**src/rtl/imdct_demux_2_stream_if.sv**
```systemverilog
// Valid/ready bundle for the IMDCT 1:2 demultiplexer: one input stream, two output channels.
interface imdct_demux_2_stream_if #(
  parameter int unsigned N = 18
);
  logic         in_valid;
  logic         in_ready;
  logic [N-1:0] in_data;
  logic         a_valid;
  logic         a_ready;
  logic [N-1:0] a_data;
  logic         b_valid;
  logic         b_ready;
  logic [N-1:0] b_data;

  // master: upstream producer plus both channel consumers
  modport master (
    output in_valid, in_data, a_ready, b_ready,
    input  in_ready, a_valid, a_data, b_valid, b_data
  );

  modport slave (
    input  in_valid, in_data, a_ready, b_ready,
    output in_ready, a_valid, a_data, b_valid, b_data
  );
endinterface

```
**src/rtl/imdct_demux_2_stream.sv**
```systemverilog
// Steers consecutive BLOCK_LEN-sample blocks alternately to channel A and channel B,
// each channel backed by its own one-entry output register.
module imdct_demux_2_stream #(
  parameter int unsigned N         = 18,
  parameter int unsigned BLOCK_LEN = 18
) (
  input  logic                   clk,
  input  logic                   rst,
  imdct_demux_2_stream_if.slave  bus,
  output logic                   dest,
  output logic                   block_done
);
  localparam int unsigned CW = (BLOCK_LEN > 1) ? $clog2(BLOCK_LEN) : 1;
  localparam logic [CW-1:0] LAST = CW'(BLOCK_LEN - 1);

  logic [CW-1:0] cnt, cnt_n;
  logic          dest_n, block_done_n;
  logic          a_valid_q, a_valid_n, b_valid_q, b_valid_n;
  logic [N-1:0]  a_data_q, a_data_n, b_data_q, b_data_n;
  logic          in_ready_c, accept_c;

  // Readiness looks only at the channel currently being filled.
  assign in_ready_c = dest ? (!b_valid_q || bus.b_ready) : (!a_valid_q || bus.a_ready);
  assign accept_c   = bus.in_valid && in_ready_c;

  always_comb begin
    cnt_n        = cnt;
    dest_n       = dest;
    block_done_n = 1'b0;
    a_valid_n    = a_valid_q;
    a_data_n     = a_data_q;
    b_valid_n    = b_valid_q;
    b_data_n     = b_data_q;

    if (accept_c) begin
      if (cnt == LAST) begin
        cnt_n        = '0;
        dest_n       = !dest;
        block_done_n = 1'b1;
      end else begin
        cnt_n = cnt + CW'(1);
      end
    end

    // A reload in the same cycle as a drain keeps valid high with the new sample.
    if (accept_c && !dest) begin
      a_valid_n = 1'b1;
      a_data_n  = bus.in_data;
    end else if (a_valid_q && bus.a_ready) begin
      a_valid_n = 1'b0;
    end

    if (accept_c && dest) begin
      b_valid_n = 1'b1;
      b_data_n  = bus.in_data;
    end else if (b_valid_q && bus.b_ready) begin
      b_valid_n = 1'b0;
    end
  end

  always_ff @(posedge clk) begin
    if (rst) begin
      cnt        <= '0;
      dest       <= 1'b0;
      block_done <= 1'b0;
      a_valid_q  <= 1'b0;
      a_data_q   <= '0;
      b_valid_q  <= 1'b0;
      b_data_q   <= '0;
    end else begin
      cnt        <= cnt_n;
      dest       <= dest_n;
      block_done <= block_done_n;
      a_valid_q  <= a_valid_n;
      a_data_q   <= a_data_n;
      b_valid_q  <= b_valid_n;
      b_data_q   <= b_data_n;
    end
  end

  assign bus.in_ready = in_ready_c;
  assign bus.a_valid  = a_valid_q;
  assign bus.a_data   = a_data_q;
  assign bus.b_valid  = b_valid_q;
  assign bus.b_data   = b_data_q;
endmodule

```
**src/flat_wrapper.sv**
```systemverilog
// flat-port wrapper written by rule: the top's interface ports become plain ports
module imdct_demux_2_stream_flat 
#(
  parameter int unsigned N         = 18,
  parameter int unsigned BLOCK_LEN = 18
)
  (clk, rst, dest, block_done, bus_in_valid, bus_in_data, bus_a_ready, bus_b_ready, bus_in_ready, bus_a_valid, bus_a_data, bus_b_valid, bus_b_data);
  imdct_demux_2_stream_if #(.N(N)) bus_i ();
  input  logic clk;
  input  logic rst;
  output logic dest;
  output logic block_done;
  input wire logic [$bits(bus_i.in_valid)-1:0] bus_in_valid;
  input wire logic [$bits(bus_i.in_data)-1:0] bus_in_data;
  input wire logic [$bits(bus_i.a_ready)-1:0] bus_a_ready;
  input wire logic [$bits(bus_i.b_ready)-1:0] bus_b_ready;
  output wire logic [$bits(bus_i.in_ready)-1:0] bus_in_ready;
  output wire logic [$bits(bus_i.a_valid)-1:0] bus_a_valid;
  output wire logic [$bits(bus_i.a_data)-1:0] bus_a_data;
  output wire logic [$bits(bus_i.b_valid)-1:0] bus_b_valid;
  output wire logic [$bits(bus_i.b_data)-1:0] bus_b_data;
  assign bus_i.in_valid = bus_in_valid;
  assign bus_i.in_data = bus_in_data;
  assign bus_i.a_ready = bus_a_ready;
  assign bus_i.b_ready = bus_b_ready;
  assign bus_in_ready = bus_i.in_ready;
  assign bus_a_valid = bus_i.a_valid;
  assign bus_a_data = bus_i.a_data;
  assign bus_b_valid = bus_i.b_valid;
  assign bus_b_data = bus_i.b_data;
  imdct_demux_2_stream #(.N(N), .BLOCK_LEN(BLOCK_LEN)) u_core (.clk(clk), .rst(rst), .bus(bus_i), .dest(dest), .block_done(block_done));
endmodule
```
**config.mk**
```make
export PLATFORM = sky130hd
export DESIGN_NAME = imdct_demux_2_stream_flat
export DESIGN_NICKNAME = d
export VERILOG_FILES = /design/src/rtl/imdct_demux_2_stream_if.sv /design/src/rtl/imdct_demux_2_stream.sv /design/src/flat_wrapper.sv
export SDC_FILE = /design/constraint.sdc
export NUM_CORES = 1
export LEC_CHECK = 0
export CAP_MARGIN = 15
export CORE_MARGIN = 2
export CORE_UTILIZATION = 43
export DETAILED_ROUTE_END_ITERATION = 10
export PLACE_DENSITY = 0.81
export SYNTH_ARGS = -nofsm -noshare
export SYNTH_HDL_FRONTEND = slang
export SYNTH_SLANG_ARGS = --single-unit
export TNS_END_PERCENT = 50
```
**constraint.sdc**
```tcl
create_clock -name clk -period 1.4 [get_ports clk]
set_input_delay 0.28 -clock clk [delete_from_list [all_inputs] [get_ports clk]]
set_output_delay 0.28 -clock clk [all_outputs]
set_load 0.01 [all_outputs]
```
==> impl_metrics.csv, run 1 <==
group,metric,value,unit
timing,fmax,0.651,GHz
setup_path,crit_type,"flip-flop to primary output",
power,p_switching,0.568,mW
routing,drtIter0Drc,75,
logic_synthesis,seq_area_frac_synth,0.540,
placement,dp_worst_setup_slack,-0.574,ns
global_routing,grt_start_max_net_pins,46,
logic_synthesis,yosysWarnings,0,
routing,antenna_left,0,
outcome,violations,"negative setup slack",
power,seqPwrFrac,0.488,
power,share_comb_of_total_power,0.101,
final_layout,synthToLayoutAreaGrowth,53.2,%
clock_tree,root_buffer,"clkbuf_8",
timing,tightest_slew,0.297,ns
power,p_per_area,1070,nW/um2
placement,dp.cells,319,
routing,wire_per_inst,12.3,um
floorplanning,core,3690,um2
setup_path,arrival,1.26,ns
global_routing,grt_pass1_wl,6670,um
routing,drc,0,
timing,period_share,1.10,
timing,relSlewSlack,0.802,
clock_tree,clkLatencyLatePin,0.29,ns
floorplanning,io_pins,64,
timing,rsz0062_at_grt,"true",
global_routing,grtUsageTotal,0.199,
logic_synthesis,syn_nets,229,
power,power,2.74,mW
timing,setup_tns,-0.136,ns
timing,finalClockSkew,0.00298,ns
timing,finalHoldViolations,0,
floorplanning,die_h,66.3,um
setup_path,critPathLaunchType,"flip-flop",
floorplanning,rows,22,
floorplanning,start_util,0.452,
clock_tree,cts_tree,"built",
clock_tree,clk_pin_slew,0.08,ns
logic_synthesis,synth-seq-cells,45,
setup_path,end_kind,"primary output",
logic_synthesis,synth_cell_type_count,23,
outcome,run_status,"finished, violations left",
floorplanning,dieArea,4390,um2
timing,setup_violations,1,
final_layout,diodes,0,
clock_tree,postCtsSetupBuffers,0,
routing,drt_wl_total,4010,um
timing,fin_ws,-0.136,ns
final_layout,drive_gt1_frac,0.115,
run,maxCapViolations,0,
global_routing,grt_pass1_vias,1584,
final_layout,finalNetCount,303,
clock_tree,numClockSinks,45,
routing,vias,1602,
placement,dp_hpwl,2890,um
routing,viasPerCell,4.90,
logic_synthesis,syn_inst,204,
routing,first_pass_iters,4,
clock_tree,htreeDepth,2,
power,p_sw_frac,0.207,
placement,routabilityCongestion,0.779,
floorplanning,die_w,66.3,um
final_layout,final_common_cell,"nand2_1",
clock_tree,clock_path_buffers,2,
logic_synthesis,avgSynthCellArea,8.18,um2
global_routing,antenna_found_initial,0,
global_routing,grt-ovfl-total,0,
final_layout,final_cell_count_no_fill,327,
power,leakage,1.16,nW
placement,port_buffers,63,
setup_path,cp_max_fo,2,
timing,finalCriticalPeriod,1.54,ns
timing,finalMaxSlewViolations,0,
placement,place_area,2460,um2
hold_path,hold_path_class,"flip-flop to flip-flop",
logic_synthesis,synth_area,1670,um2
setup_path,cp.required,1.12,ns
power,peakVddDrop,968,uV
clock_tree,cts_made_buffers,5,
final_layout,final_cell_mix,"74 x nand2_1, 42 x dfxtp_1, 41 x a21oi_1, 41 x dlygate4sd2_1, 20 x clkdlybuf4s50_1",
power,cellInternalPower,2.18,mW
power,clkPwrFrac,0.411,
final_layout,fin_area,2550,um2
cells by family after synthesis:
group                      synth area share
and+or+nand+nor                       0.268
DFF                                   0.540
AOI/OAI and AO/OA                     0.126
buffers and inverters                0.0345
xor gates and xnor gates             0.0105
adders and majority gates            0.0150
muxes                               0.00600
path summary, 6_finish.rpt:
path	slack [ns]	depth (start not counted)	start	end
setup / recovery	-0.14	3	u_core.bus.a_valid$_SDFFE_PP0P_	bus_in_ready
hold / removal	0.45	2	u_core.bus.b_data[12]$_SDFFE_PP0P_	u_core.bus.b_data[12]$_SDFFE_PP0P_
setup reg to reg	0.01	6	u_core.dest$_SDFFE_PP0P_	u_core.cnt[1]$_SDFFE_PP0N_
hold reg to reg	0.45	2	u_core.bus.b_data[12]$_SDFFE_PP0P_	u_core.bus.b_data[12]$_SDFFE_PP0P_
registers in the layout, summed over array words and instances, names as in the netlist:
name	count
u_core.bus.b_valid	1
u_core.bus.a_valid	1
u_core.bus.b_data	18
u_core.dest	1
u_core.bus.a_data	18
u_core.cnt	5
u_core.block_done	1
worst max-delay path, cell delays in order (launching register included):
cell	delay, ns
dfxtp_2	0.33
or3b_4	0.37
and2_4	0.15
buf_6	0.11
cell type report:
cell class | instances | area [um2]
Sequential cell | 45 | 905
Timing Repair Buffer | 79 | 741
Fill cell | 337 | 1130
Clock buffer | 5 | 68.8
Tap cell | 48 | 60.1
Multi-Input combinational cell | 146 | 712
Inverter | 1 | 3.75
Clock inverter | 3 | 65.1
layer usage:
layer  vias up  track usage  part of all wire
li1        816            -                 -
met1       732        0.216              0.40
met2        45        0.369              0.51
met3         9       0.0528             0.068
met4         0       0.0689             0.016
met5         -            0                 0
synthesized netlist by cell type, drive strengths merged:
master,number,share of area
nand2,74,0.17
dfxtp,45,0.54
nand3b,2,0.0090
and4bb,1,0.0075
and3,2,0.0075
and3b,1,0.0053
ha,2,0.015
buf,7,0.021
nand4,3,0.011
and2,1,0.0038
xor2,2,0.011
nand3,3,0.017
nand2b,2,0.0075
a21oi,41,0.12
mux2i,1,0.0060
nor2,5,0.011
o21ai,1,0.0030
nor2b,1,0.0038
or3,3,0.011
or3b,1,0.0068
inv,1,0.0022
clkbuf,5,0.011
timing repair:
action / in CTS / in global routing
pin swaps: 2 / 1
setup endpoints to repair: 41 / 8
hold endpoints to repair: 0 / 0
hold buffers: 0 / 0
gates resized for setup: 48 / 3
stage by stage:
stage | hold WS, ns | util
after global placement | 0.442 | 0.668
after floorplan | 0.416 | -
after CTS | 0.453 | 0.691
after global routing | 0.480 | 0.693
final | 0.454 | 0.693
after detailed placement | 0.449 | 0.668
power groups by stage:
stage	logic (mW)	registers, mW	clock network (mW)
2_1_floorplan	0.0991	1.38	0
3_3_place_gp	0.296	1.37	0
3_5_place_dp	0.300	1.37	0
4_1_cts	0.280	1.34	1.16
5_1_grt	0.305	1.34	1.20
6_report	0.276	1.34	1.13
Power figures use the tool's default switching activity.
==> inputs of run 2 (changes only) <==
- SLEW_MARGIN: default -> 20
==> results of run 2 <==
The final DEF is identical to that of run 1; final timing and power are the same.
